<file path="src/rtl/dsp_mac_sequencer.sv">
// Sequences one DSP slice as a multiply-accumulate engine: streams N operand
// pairs into A/B, steers OPMODE/CEP from a tag pipe and returns the 48-bit sum.
// Optional pre-adder mode (sum of A*(D+/-B)) is enabled by `define DSP_SEQ_PREADD_EN.
module dsp_mac_sequencer #(
  parameter int MULT_LAT = 3,
  parameter int LEN_W    = 10
) (
  input  logic             CLK,
  input  logic             RST_N,
  input  logic             start,
  input  logic [LEN_W-1:0] len,
  output logic             busy,
  input  logic             in_valid,
  output logic             in_ready,
  input  logic [17:0]      in_a,
  input  logic [17:0]      in_b,
`ifdef DSP_SEQ_PREADD_EN
  input  logic [17:0]      in_d,
  input  logic             sub_en,
  output logic [17:0]      dsp_d,
`endif
  output logic             res_valid,
  input  logic             res_ready,
  output logic [47:0]      res_data,
  output logic [17:0]      dsp_a,
  output logic [17:0]      dsp_b,
  output logic [7:0]       dsp_opmode,
  output logic             dsp_cea,
  output logic             dsp_ceb,
  output logic             dsp_cem,
  output logic             dsp_cep,
  output logic             dsp_rstp,
  input  logic [47:0]      dsp_p
);

  typedef enum logic [1:0] {IDLE, LOAD, DRAIN, DONE} state_t;

  state_t              state, state_nxt;
  logic [LEN_W-1:0]    len_q, count;
  logic [MULT_LAT-1:0] tag_v, tag_f;
  logic [3:0]          opmode_xz;
  logic                accept, beat, drained;

  always_ff @(posedge CLK) begin
    if (!RST_N) state <= IDLE;
    else        state <= state_nxt;
  end

  always_comb begin
    state_nxt = state;
    in_ready  = 1'b0;
    res_valid = 1'b0;
    accept    = 1'b0;
    beat      = 1'b0;
    drained   = 1'b0;
    case (state)
      IDLE: begin
        if (start) begin
          accept    = 1'b1;
          state_nxt = (len == '0) ? DONE : LOAD;
        end
      end
      LOAD: begin
        in_ready = (count < len_q);
        beat     = in_valid && in_ready;
        if (beat && ((count + LEN_W'(1)) == len_q)) state_nxt = DRAIN;
      end
      DRAIN: begin
        // P is final once no tag is in flight and no P update is pending.
        if ((tag_v == '0) && !dsp_cep) begin
          drained   = 1'b1;
          state_nxt = DONE;
        end
      end
      DONE: begin
        res_valid = 1'b1;
        if (res_ready) state_nxt = IDLE;
      end
      default: state_nxt = IDLE;
    endcase
  end

  assign busy    = (state != IDLE);
  assign dsp_cea = busy;
  assign dsp_ceb = busy;
  assign dsp_cem = busy;

  always_ff @(posedge CLK) begin
    if (!RST_N) begin
      len_q     <= '0;
      count     <= '0;
      tag_v     <= '0;
      tag_f     <= '0;
      opmode_xz <= '0;
      dsp_cep   <= 1'b0;
      dsp_rstp  <= 1'b0;
      dsp_a     <= '0;
      dsp_b     <= '0;
      res_data  <= '0;
    end else begin
      dsp_rstp <= accept && (len != '0);
      if (accept) begin
        len_q <= len;
        count <= '0;
      end else if (beat) begin
        count <= count + LEN_W'(1);
      end
      dsp_a <= beat ? in_a : '0;
      dsp_b <= beat ? in_b : '0;
      // Tag stage 0 lines up with the dsp_a/dsp_b register; the last stage
      // feeds the registered post-adder controls.
      tag_v[0] <= beat;
      tag_f[0] <= beat && (count == '0);
      for (int unsigned i = 1; i < MULT_LAT; i++) begin
        tag_v[i] <= tag_v[i-1];
        tag_f[i] <= tag_f[i-1];
      end
      dsp_cep <= tag_v[MULT_LAT-1];
      if (!tag_v[MULT_LAT-1])     opmode_xz <= 4'b0000;
      else if (tag_f[MULT_LAT-1]) opmode_xz <= 4'b0001;
      else                        opmode_xz <= 4'b1001;
      if (accept && (len == '0)) res_data <= '0;
      else if (drained)          res_data <= dsp_p;
    end
  end

`ifdef DSP_SEQ_PREADD_EN
  logic [2:0] opmode_hi;

  always_ff @(posedge CLK) begin
    if (!RST_N) begin
      opmode_hi <= '0;
      dsp_d     <= '0;
    end else begin
      if (accept) opmode_hi <= {sub_en, 1'b0, 1'b1};
      dsp_d <= beat ? in_d : '0;
    end
  end

  assign dsp_opmode = {1'b0, opmode_hi, opmode_xz};
`else
  assign dsp_opmode = {4'b0000, opmode_xz};
`endif

endmodule
</file>
<file path="config.mk">
export PLATFORM = sky130hd
export DESIGN_NAME = dsp_mac_sequencer
export DESIGN_NICKNAME = d
export VERILOG_FILES = /design/src/rtl/dsp_mac_sequencer.sv
export SDC_FILE = /design/constraint.sdc
export NUM_CORES = 1
export LEC_CHECK = 0
export BUFFER_PORTS_ARGS = -buffer_cell sky130_fd_sc_hd__buf_4
export CAP_MARGIN = 5
export CORE_MARGIN = 2
export CORE_UTILIZATION = 51
export DETAILED_ROUTE_END_ITERATION = 12
export PLACE_DENSITY = 0.91
export SYNTH_ARGS = -nofsm -noshare
export SYNTH_HDL_FRONTEND = slang
export SYNTH_SLANG_ARGS = --single-unit
</file>
<file path="constraint.sdc">
create_clock -name CLK -period 5.31 [get_ports CLK]
set_clock_uncertainty 0.2 [all_clocks]
set_input_delay 0.7965 -clock CLK [delete_from_list [all_inputs] [get_ports CLK]]
set_output_delay 0.7965 -clock CLK [all_outputs]
set_load 0.02 [all_outputs]
</file>
==> impl_results.md, run 1 <==
- Most frequent cells after synthesis: 123 x nand2_1, 116 x dfxtp_1, 59 x a21oi_1, 45 x and2_1, 19 x inv_1
- Vias in the first global route: 4185
- DR vias/cell: 5.198
- DR iter-0 viols: 210
- Net Switching: 0.9591 mW
- Final nets: 820
- TritonCTS clock tree: built
- #FFs+latches synth: 116
- Final total negative setup slack: 0 ns
- Max-Cap Viols: 0
- Row count: 34
- Setup CP Type: reg2out
- Die X-Extent: 99.75 um
- Switching Share: 0.3289
- Worst Path Max Fanout: 11
- Netlist cell types: 48
- Yosys warns: 0
- Die height: 99.75 um
- TritonCTS buffer count: 17
- Setup bufs post-CTS: 0
- Post-cts sizing count: 0
- Ant diodes: 0
- Cts hold-fix bufs: 0
- Slew @ Worst Pin: 1.227 ns
- Largest net degree at the start of global routing: 49
- Internal power: 1.957 mW
- Number of synthesized flops with an enable pin: 0
- Peak supply drop: 0.3535 mV
- Clk buf depth: 2
- Synth area leader: dfxtp_1
- R2r setup slk: 2.30 ns
- Final hold slack: 0.2126 ns
- Largest cells by area after synthesis: dfxtp_1 50%, nand2_1 9.9%, a21oi_1 6.3%
- FILL cells: 598
- DIE AREA: 9950 um^2
- Count leader, synth: nand2_1
- RSZ-0062 raised after global routing: no
- Post-synthesis mux area share: 0.004282
- CORE AREA: 8806 um^2
- Final Power: 2.916 mW
- Mapped cell area: 4676 um^2
- Initial antenna violation count: 0
- Clk sinks: 116
- Status: completed
- Placed wire-length estimate: 9160 um
- Pre-CTS setup slack: 2.289 ns
- Ratio of cells with drive above 1 in the final layout: 0.3319
- First-pass GRT wire length: 20300 um
- Minimum clock period: 3.227 ns
- DR pass1 iterations: 5
- Logic pwr share: 0.264
- CP Capture Type: output pin
- Max Freq: 309.9 MHz
- Final worst path period share: 0.6077
- Starting density of the core: 0.5310
- Simple-gate share of the synthesized area: 0.2323
- WHS Path Cells: 1
- Slew Viols, Final: 0
- Htree depth: 4
- Clock network fraction of design power: 0.382
- Area Growth Syn to Fin: 42.23%
- Worst-skew pair later-pin latency: 0.50 ns
- Reg2reg path depth: 7
- Compound-cell area share of the yosys netlist: 0.1424
- Final Hold Viols: 0
- Post-Synth XOR/XNOR Area: 0.01499
- Share of the synthesized area in the top cell type: 0.4967
- Main combinational cell family by area after synthesis: simple AND/OR/NAND/NOR gates
- Worst Path Required: 4.31 ns
- Path type of the worst min-delay path: reg2reg
- Top_reg_cell synth: dfxtp_1
- Tot GR Track Use: 0.2588
- Reg clk slew, reported paths: 0.06 ns
- Post-route ant nets: 0
- Vias: 4288
- Critical path arrival: 2.23 ns
- Final core occ: 0.7552
- Wire per inst: 15.67 um
- Port bufs: 192
- Remaining Overflow, GRT: 0
- Asr flop ratio synth: 0
- CP startpoint kind: flip-flop
- Register area share after synthesis: 0.4967
- Residual DRC: 0
- Final setup margin: 2.083 ns
- Post-Syn Instances: 526
- Placer congestion estimate: 0.9173
- Final setup violation count: 0
- Worst slew margin: 0.1789
- Sequential fraction of design power: 0.354
- I/O pins: 199
- Total wire length: 12930 um
- Leak Pwr: 2.918 nW
- Post-Synth Adder-Cell Area: 0.04549
- Syn_area_per_cell: 8.889 um^2
- Clock root buffer: clkbuf_8
- Cell Pwr Density: 438.5 nW/um^2
## power groups by stage
| stage | Clock [mW] | Combinational, mW | Sequential [mW] |
|---|---|---|---|
| floorplan | 0 | 0.400 | 1.13 |
| global placement | 0 | 0.739 | 1.04 |
| detailed placement | 0 | 0.764 | 1.05 |
| CTS | 1.13 | 0.775 | 1.03 |
| global route | 1.17 | 0.837 | 1.04 |
| finish | 1.11 | 0.769 | 1.03 |
## stage by stage
step | instances | area (um^2)
floorplan | 531 | 4695
global placement | 793 | 6067
detailed placement | 793 | 6067
CTS | 825 | 6650
global route | 825 | 6650
finish | 825 | 6650
## layout by cell type (no fill, tap or decap), types with 2 or more instances in the layout
master,Yosys,layout
a211oi_1,3,3
a21boi_0,11,11
a21oi_1,59,59
a31o_2,3,3
a31oi_2,2,2
and2_1,45,44
and3_1,6,6
buf_4,10,193
bufinv_16,0,2
clkbuf_16,0,16
clkinv_4,0,2
clkinvlp_4,0,2
conb_1,1,6
dfxtp_1,116,116
ha_1,17,17
inv_1,19,19
inv_6,0,7
mux2i_1,2,2
nand2_1,123,123
nand2b_1,3,3
nand3_1,8,8
nand4_1,2,2
nand4b_1,3,3
nor2_1,7,7
nor2b_1,4,4
nor3_1,2,2
nor4_1,3,3
o211ai_1,3,3
o21a_1,2,2
o21ai_0,8,7
o31ai_1,6,6
or4_1,6,6
xnor2_1,4,4
xor2_1,4,4
## sequential cells by signal, indices dropped and copies added (netlist names)
signal / cells
state: 2
dsp_cep: 1
dsp_rstp: 1
tag_f: 3
tag_v: 3
dsp_a: 18
len_q: 10
res_data: 48
count: 10
dsp_b: 18
opmode_xz: 2
## path summary, 6_finish.rpt
path,startpoint,endpoint
setup reg to reg,count[4],tag_f[0]
hold reg to reg,tag_f[2],opmode_xz[3]
hold / removal,tag_f[2],opmode_xz[3]
setup / recovery,count[4],in_ready
## worst max-delay path, stage by stage, from the launching register on
cell and delay, ns:
dfxtp_1 0.57, ha_1 0.31, o21a_1 0.16, o211ai_1 0.17, a31o_2 0.16, a21oi_1 0.08, nor2_1 0.12, buf_4 0.16
## area by class of cell
| cell class | instances | area, um^2 | area share |
|---|---|---|---|
| clock inverter | 14 | 165.2 | 0.02484 |
| sequential | 116 | 2322 | 0.3492 |
| inverter | 19 | 71.32 | 0.01072 |
| timing repair buffer | 193 | 1449 | 0.2179 |
| tap | 108 | 135.1 | 0.02032 |
| multi-input combinational | 357 | 2090 | 0.3142 |
| clock buffer | 18 | 417.9 | 0.06284 |
## logic make-up (layout without fill, tap and decap cells)
kind of cell | count (synthesis) | in the layout
fa+ha+maj | 17 | 17
flops | 116 | 116
compound gates | 105 | 105
buf+inv | 58 | 244
xor+xnor | 8 | 8
other cells | 1 | 6
simple gates | 219 | 219
mux | 2 | 2
## routing by layer
| layer | routed length [um] | GRT usage | vias up |
|---|---|---|---|
| met5 | 0 | 0 | - |
| met2 | 6617 | 0.4569 | 178 |
| met1 | 5184 | 0.2992 | 1990 |
| li1 | - | - | 2096 |
| met4 | 299 | 0.1138 | 0 |
| met3 | 829 | 0.05903 | 24 |
(Power assumes the default switching activity.)
==> inputs of run 2 (changes only) <==
--- a/config.mk
+++ b/config.mk
@@ -8,9 +8,9 @@
 export BUFFER_PORTS_ARGS = -buffer_cell sky130_fd_sc_hd__buf_4
 export CAP_MARGIN = 5
 export CORE_MARGIN = 2
-export CORE_UTILIZATION = 51
+export CORE_UTILIZATION = 48
 export DETAILED_ROUTE_END_ITERATION = 12
-export PLACE_DENSITY = 0.91
+export PLACE_DENSITY = 0.86
 export SYNTH_ARGS = -nofsm -noshare
 export SYNTH_HDL_FRONTEND = slang
 export SYNTH_SLANG_ARGS = --single-unit
==> constraint.sdc (replaced) <==
create_clock -name CLK -period 3 [get_ports CLK]
set_clock_uncertainty 0.2 [all_clocks]
set_input_delay 0.45 -clock CLK [delete_from_list [all_inputs] [get_ports CLK]]
set_output_delay 0.45 -clock CLK [all_outputs]
set_load 0.02 [all_outputs]
==> run 2 against run 1 <==
  * Final cell count rose by 15%
  * Design area is 16% higher
  * Core utilization increased by 4.7 points
  * Flip-flop and latch count unchanged
  * Clock-buffer cell count up 1
  * Die area rose by 6.0%
  * Clock power up 99%
  * Via count rose by 13%
  * Global-route usage increased by 4.7 points
  * Critical path depth shrank 1
  * Register-to-register slack worse by 1.9 ns
  * First-iteration DRC count grew 8.1%
==> impl_results.md, run 2 (synthesis results as in run 1) <==
- Status: completed
- Minimum clock period: 2.820 ns
- Max Freq: 354.7 MHz
- Post-route ant nets: 0
- DIE AREA: 10550 um^2
- CP delay by family, top: compound AO/OA/AOI/OAI gates
- Path type of the worst min-delay path: in2reg
- Port bufs: 192
- Die X-Extent: 102.7 um
- Critical Path Max Stage Delay: 0.43 ns
- Largest net degree at the start of global routing: 49
- Area Growth Syn to Fin: 64.62%
- Tot GR Track Use: 0.3057
- Ratio of cells with drive above 1 in the final layout: 0.3012
- Placed insts: 823
- Worst-skew pair later-pin latency: 0.51 ns
- CP startpoint kind: flip-flop
- Worst Path Max Fanout: 4
- Cell Chain, Critical Path: inv_1 -> ha_1 -> a2111oi_4 -> a21oi_1 -> nor2_1 -> buf_4
- Top Registers: res_data x48, dsp_a x18, dsp_b x18
- Worst Path Required: 2.35 ns
- TritonCTS buffer count: 17
- Wire per inst: 17.24 um
- Row count: 36
- Clk sinks: 116
- TritonCTS clock tree: built
- Slew @ Worst Pin: 0.6756 ns
- Clock root buffer: clkbuf_8
- CP Capture Type: output pin
- Largest register FFs: 48
- Final worst path period share: 0.9398
- DR pass1 iterations: 5
- Initial antenna violation count: 3
- Most flops, register: res_data
- Residual DRC: 0
- Clk buf depth: 2
- Placed wire-length estimate: 9161 um
- Layout Cells excl Fill: 949
- Cell Pwr Density: 720.9 nW/um^2
- RSZ-0062 raised after global routing: no
- Final setup violation count: 0
- Htree depth: 4
- Pre-CTS setup slack: 0.4458 ns
- DR vias/cell: 5.090
- Starting density of the core: 0.4873
- Leak Pwr: 3.353 nW
- Placer congestion estimate: 0.9380
- Final Hold Viols: 0
- Final setup margin: 0.1805 ns
- Critical-path top delay cell: a2111oi_4
- Slew Viols, Final: 0
- Critical path arrival: 2.17 ns
- DR iter-0 viols: 227
- I/O pins: 199
- Final hold slack: 0.02476 ns
- Remaining Overflow, GRT: 0
- Vias: 4830
- Total wire length: 16370 um
- Max-Cap Viols: 0
- Reg clk slew, reported paths: 0.06 ns
- Worst slew margin: 0.5482
- Final nets: 913
- Setup CP Type: reg2out
- Peak supply drop: 0.5051 mV
- First-pass GRT wire length: 24220 um
- Vias in the first global route: 4823
- Final total negative setup slack: 0 ns
- CORE AREA: 9594 um^2
- Commonest non-fill, non-tap cells in the layout: 197 x buf_4, 123 x nand2_1, 115 x dfxtp_1
- Worst Path Buf+Inv: 2
- Final core occ: 0.8023
- Die height: 102.7 um
- Commonest non-fill, non-tap cell in the layout: buf_4
[run 2: cell types whose count changed in the layout (fill, tap and decap cells not counted), sizes merged, moves of 3 or more]
| cell | before | now |
|---|---|---|
| dlygate4sd3 | 0 | 88 |
| diode | 0 | 6 |
| buf | 193 | 198 |
| inv | 27 | 22 |
| bufinv | 2 | 5 |
| clkinv | 2 | 5 |
[run 2: timing repair]
action,CTS,global route
setup buffers,0,0
hold endpoints to repair,88,0
setup endpoints to repair,0,1
hold buffers,88,0
resized for setup,0,1
[run 2: path summary, 6_finish.rpt]
path | slack, ns | cells past startpoint | from | end
worst max-delay path | 0.18 | 6 | len_q[7] | in_ready
worst min-delay path | 0.02 | 3 | dsp_p[35] | res_data[35]
worst max register to register | 0.42 | 6 | len_q[7] | count[9]
worst min register to register | 0.19 | 1 | tag_f[2] | opmode_xz[3]
[run 2: tightest hold or removal path: cells and delay by family]
family | cells | cell delay (ns)
buf+inv | 1 | 0.11
simple gates | 1 | 0.06
compound gates | 1 | 0.06
[run 2: stage by stage]
step                      power [mW]  instance area, um^2
after floorplan                2.713                 4695
after global placement         3.170                 6148
after detailed placement       3.219                 6148
after CTS                      5.513                 7681
after global routing           5.782                 7690
final                          5.549                 7697
[run 2: final cells by class]
cell class | instances | area, um^2
tap | 133 | 166.4
antenna | 6 | 15.01
fill | 521 | 1897
clock inverter | 13 | 220.2
clock buffer | 19 | 431.7
inverter | 19 | 71.32
multi-input combinational | 357 | 2090
timing repair buffer | 286 | 2380
sequential | 116 | 2323
[run 2: report_power, final]
group / total, mW / internal, mW / switching (mW)
Combinational: 1.51 / 0.627 / 0.883
Clock: 2.21 / 1.47 / 0.737
Sequential: 1.83 / 1.72 / 0.112
Total: 5.55 / 3.82 / 1.73
[run 2: routing by layer]
metal	track usage	part of all wire
met1	0.3234	0.37
met3	0.1044	0.071
met2	0.5354	0.52
met4	0.1641	0.039
met5	0	0
